### src/rtl/config_latch_bank_writer.sv
// config_latch_bank_writer: drives bit lines, then pulses one word line per accepted configuration word
module config_latch_bank_writer #(
    parameter int DATA_WIDTH      = 8,
    parameter int NUM_WL          = 16,
    parameter int ADDR_WIDTH      = 4,
    parameter int WL_PULSE_CYCLES = 2
) (
    input  logic                  prog_clk,
    input  logic                  reset,
    input  logic                  cfg_valid,
    output logic                  cfg_ready,
    input  logic [ADDR_WIDTH-1:0] cfg_addr,
    input  logic [DATA_WIDTH-1:0] cfg_data,
    input  logic                  cfg_last,
    output logic [DATA_WIDTH-1:0] bl,
    output logic [NUM_WL-1:0]     wl,
    output logic                  busy,
    output logic                  done,
    output logic                  addr_err
);
    localparam int CW = $clog2(WL_PULSE_CYCLES + 1);

    typedef enum logic [2:0] {IDLE, SETUP, PULSE, HOLD, DONE} state_t;

    state_t                  state, state_n;
    logic [ADDR_WIDTH-1:0]   addr_q;
    logic                    last_q;
    logic [CW-1:0]           cnt;
    logic                    hs;
    logic                    in_range;
    logic [NUM_WL-1:0]       wl_hot;

    assign cfg_ready = (state == IDLE) && !reset;
    assign hs        = cfg_valid && cfg_ready;
    assign in_range  = 32'(cfg_addr) < NUM_WL;
    assign wl_hot    = NUM_WL'(1) << addr_q;
    assign busy      = (state == SETUP) || (state == PULSE) || (state == HOLD);
    assign done      = (state == DONE);

    // State register; reset aborts any write in flight
    always_ff @(posedge prog_clk or posedge reset) begin
        if (reset) state <= IDLE;
        else       state <= state_n;
    end

    // Sequence: handshake -> SETUP -> PULSE x N -> HOLD -> IDLE/DONE; bad addresses skip the pulse
    always_comb begin
        state_n = state;
        unique case (state)
            IDLE:    if (hs) state_n = in_range ? SETUP : (cfg_last ? DONE : IDLE);
            SETUP:   state_n = PULSE;
            PULSE:   state_n = (cnt == CW'(1)) ? HOLD : PULSE;
            HOLD:    state_n = last_q ? DONE : IDLE;
            DONE:    state_n = DONE;
            default: state_n = IDLE;
        endcase
    end

    // Registered datapath: bl loads only on the handshake edge (wl is low then), wl follows next state
    always_ff @(posedge prog_clk or posedge reset) begin
        if (reset) begin
            addr_q   <= '0;
            last_q   <= 1'b0;
            bl       <= '0;
            wl       <= '0;
            cnt      <= '0;
            addr_err <= 1'b0;
        end else begin
            if (hs) begin
                addr_q <= cfg_addr;
                last_q <= cfg_last;
                if (in_range) bl <= cfg_data;
                else          addr_err <= 1'b1;
            end
            cnt <= (state == SETUP) ? CW'(WL_PULSE_CYCLES) : (state == PULSE) ? cnt - CW'(1) : cnt;
            wl  <= (state_n == PULSE) ? wl_hot : '0;
        end
    end
endmodule

### config.mk
export PLATFORM = sky130hd
export DESIGN_NAME = config_latch_bank_writer
export DESIGN_NICKNAME = d
export VERILOG_FILES = /design/src/rtl/config_latch_bank_writer.sv
export SDC_FILE = /design/constraint.sdc
export NUM_CORES = 1
export LEC_CHECK = 0
export CORE_MARGIN = 8
export CORE_UTILIZATION = 45
export CTS_CLUSTER_DIAMETER = 50
export DETAILED_ROUTE_END_ITERATION = 8
export PLACE_DENSITY_LB_ADDON = 0.15
export SYNTH_ARGS = -nofsm -noshare
export SYNTH_HDL_FRONTEND = slang
export SYNTH_SLANG_ARGS = --single-unit
export TNS_END_PERCENT = 50
### constraint.sdc
create_clock -name prog_clk -period 2 [get_ports prog_clk]
set_clock_uncertainty 0.05 [all_clocks]
set_input_delay 0.2 -clock prog_clk [delete_from_list [all_inputs] [get_ports prog_clk]]
set_output_delay 0.2 -clock prog_clk [all_outputs]
set_load 0.03 [all_outputs]
==> qor.yml <==
worst_setup_path:
  slowest_delay_ns: 0.49
  path_cells: "nor4_4, dlygate4sd2_1"
  crit_type: "reg -> out"
  worstPathBufferInverterCount: 1
  crit_slowest_cell: "dfrtp_2"
  crit_family: "flip-flops"
  crit_fanout: 10
  end_kind: "output pin"
  crit_required_ns: 1.75
  critPathLaunchType: "flop"
  critPathArrivalTime_ns: 1.59
synth:
  yosys-mux-area-fraction_pct: 14.0
  synth.top_cell.area_share_pct: 62.0
  synth_cells: 100
  synth_xor_area_share_pct: 0.639
  yosys-top-cells-area: "dfrtp_1 62%, mux2_4 9.9%, mux2_2 4.1%"
  synth_largest_area_cell: "dfrtp_1"
  netlist_area_mm2: 0.00137
  yosysUniqueCellTypes: 26
  ys_seq_elements: 34
  synth_compound_area_share_pct: 3.56
  syn-num-nets: 117
  synthSimpleGateAreaFrac_pct: 14.7
  synthAdderAreaFrac_pct: 0.912
  ys_warn_count: 0
  ys_seq_area_share_pct: 62.0
  synth_top_family_by_area: "simple AND/OR/NAND/NOR gates"
  avgSynthCellArea_um2: 13.7
detailed_routing:
  drt_wl_total_mm: 2.65
  drtIter0Drc: 24
  routedWlPerCell_um: 14.9
  vias: 904
  drc: 0
  drtPass1Iterations: 4
  viasPerCell: 5.08
  ant_nets: 0
cts:
  cts_tree: "done"
  root_buffer: "clkbuf_4"
  clk_latency_ns: 0.33
  clkTransAtPathRegs_ns: 0.10
  htree_levels: 2
  cts.sinks: 34
  clk_path_buf_depth: 2
  cts-hold-fix-buffers: 0
  ctsResizeCount: 4
  post-cts-setup-buffer-count: 0
  numCtsBuffers: 5
floorplan:
  dieWidth_um: 71.2
  io_pins: 44
  die_h_um: 71.2
  die-area_mm2: 0.00507
  initial_utilization_pct: 46.1
  std_cell_rows: 20
  core_mm2: 0.00298
sta:
  min_period_over_period_pct: 91.9
  finalSetupTns_ns: 0
  tightest_slew_ns: 0.997
  grt_setup_unrepaired: "no"
  slew_viol_final: 0
  setup_viol: 0
  fmax_mhz: 544
  hold_ws_ns: 0.293
  period_needed_ns: 1.84
  maxSlewHeadroom_pct: 33.4
  finalWorstSetupSlack_ns: 0.163
  finalHoldViolations: 0
final_layout:
  nNetsFinal: 162
  drive_gt1_share_pct: 17.9
  num-fill-cells: 239
  area_delta_synth_final_pct: 34.8
  finalCoreUtilization_pct: 62.1
  n_antenna_cell: 0
placement:
  gp_congestion: 0.753
  hpwl_mm: 1.99
  port_buffers: 42
  dp_slack_ns: 0.120
grt:
  grt_max_degree: 35
  grt_first_pass_wirelength_mm: 4.39
  antenna_found_initial: 0
  grt_pass1_vias: 955
  gr-total-overflow: 0
  grt_usage_pct: 11.0
flow_run:
  drv_cap: 0
outcome:
  outcome: "complete, no violations"
power_and_ir_drop:
  power_mw: 2.82
  power_leakage_nw: 0.837
  ir_drop_v: 0.000786
  powerDensity_mw_per_mm2: 1520
worst_hold_path:
  min_path_type: "in -> async"
cell type report:
cell class | count | area, um^2 | area share (%)
Clock buffer | 5 | 37.5 | 2.03
Clock inverter | 2 | 10.0 | 0.542
Inverter | 3 | 11.3 | 0.609
Multi-Input combinational cell | 58 | 467 | 25.3
Sequential cell | 34 | 853 | 46.2
Tap cell | 33 | 41.3 | 2.23
Timing Repair Buffer | 43 | 428 | 23.2
cell families (layout without fill, tap and decap cells):
logic type / Yosys count / in the layout
flops: 34 / 34
other cells: 1 / 1
buf+inv: 8 / 53
mux: 14 / 14
compound gates: 7 / 7
simple gates: 34 / 34
xor+xnor: 1 / 1
fa+ha+maj: 1 / 1
synthesized netlist by cell type:
cell type / number
dfrtp_1: 34
mux2_4: 9
nor3_1: 9
nand2b_1: 6
nor4_1: 6
mux2_2: 5
nor2_1: 4
inv_1: 3
nand2_1: 3
buf_4: 2
buf_6: 2
o21bai_1: 2
o22a_1: 2
a21oi_1: 1
and2_1: 1
buf_2: 1
conb_1: 1
ha_1: 1
nand2_2: 1
nor2b_1: 1
nor3b_1: 1
nor4_4: 1
o21ai_0: 1
o22ai_1: 1
or4_1: 1
xnor2_1: 1
worst paths after layout:
check                            start   endpoint  slack (ns)  depth (start not counted)
min in group prog_clk      cfg_data[1]      bl[1]        0.43                          2
setup reg to reg                cnt[1]      wl[3]        0.18                          5
setup / recovery              state[0]  cfg_ready        0.16                          2
hold / removal                   reset  addr_q[1]        0.29                          3
hold reg to reg                  bl[2]      bl[2]        0.47                          1
max in group asynchronous        reset   state[0]        1.28                          3
per-layer routing:
layer	vias to the layer above	part of all wire, %	wire (um)	track usage (%)
li1	435	-	-	-
met1	440	39	1040	11.2
met2	25	53	1400	19.0
met3	4	6.5	173	5.37
met4	0	1.4	38	4.39
met5	-	0	0	0
cells in the final DEF, fill, tap and decap left out, drive strengths merged:
cell,count
or4,1
dlygate4sd2,2
and2,1
inv,3
clkbuf,5
nand2,4
nor2b,1
clkinv,2
clkdlybuf4s50,39
buf,1
nor3,9
nor4,7
o21ai,1
ha,1
a21oi,1
xnor2,1
nor2,4
o21bai,2
nor3b,1
dfrtp,34
o22a,2
o22ai,1
mux2,14
nand2b,6
dlymetal6s2s,1
conb,1
stage by stage:
step	instances	cell area [um^2]
CTS	178	1850
finish	178	1850
floorplan	100	1370
detailed placement	171	1800
global placement	171	1800
global route	178	1850
state kept, by name, summed over array words and instances (netlist names):
signal,flops
addr_q,4
bl,8
cnt,2
last_q,1
state,3
wl,16
worst min-delay path, cell delays in order:
cell and delay [ns]:
clkdlybuf4s50_1 0.46, inv_1 0.07, buf_4 0.36
report_power, final:
part / internal (mW) / switching [mW] / total (mW)
combinational: 0.630 / 0.709 / 1.34
sequential: 0.916 / 0.229 / 1.14
clock: 0.126 / 0.207 / 0.333
total: 1.67 / 1.15 / 2.82
Note: power is estimated with default switching activity, not from simulation.
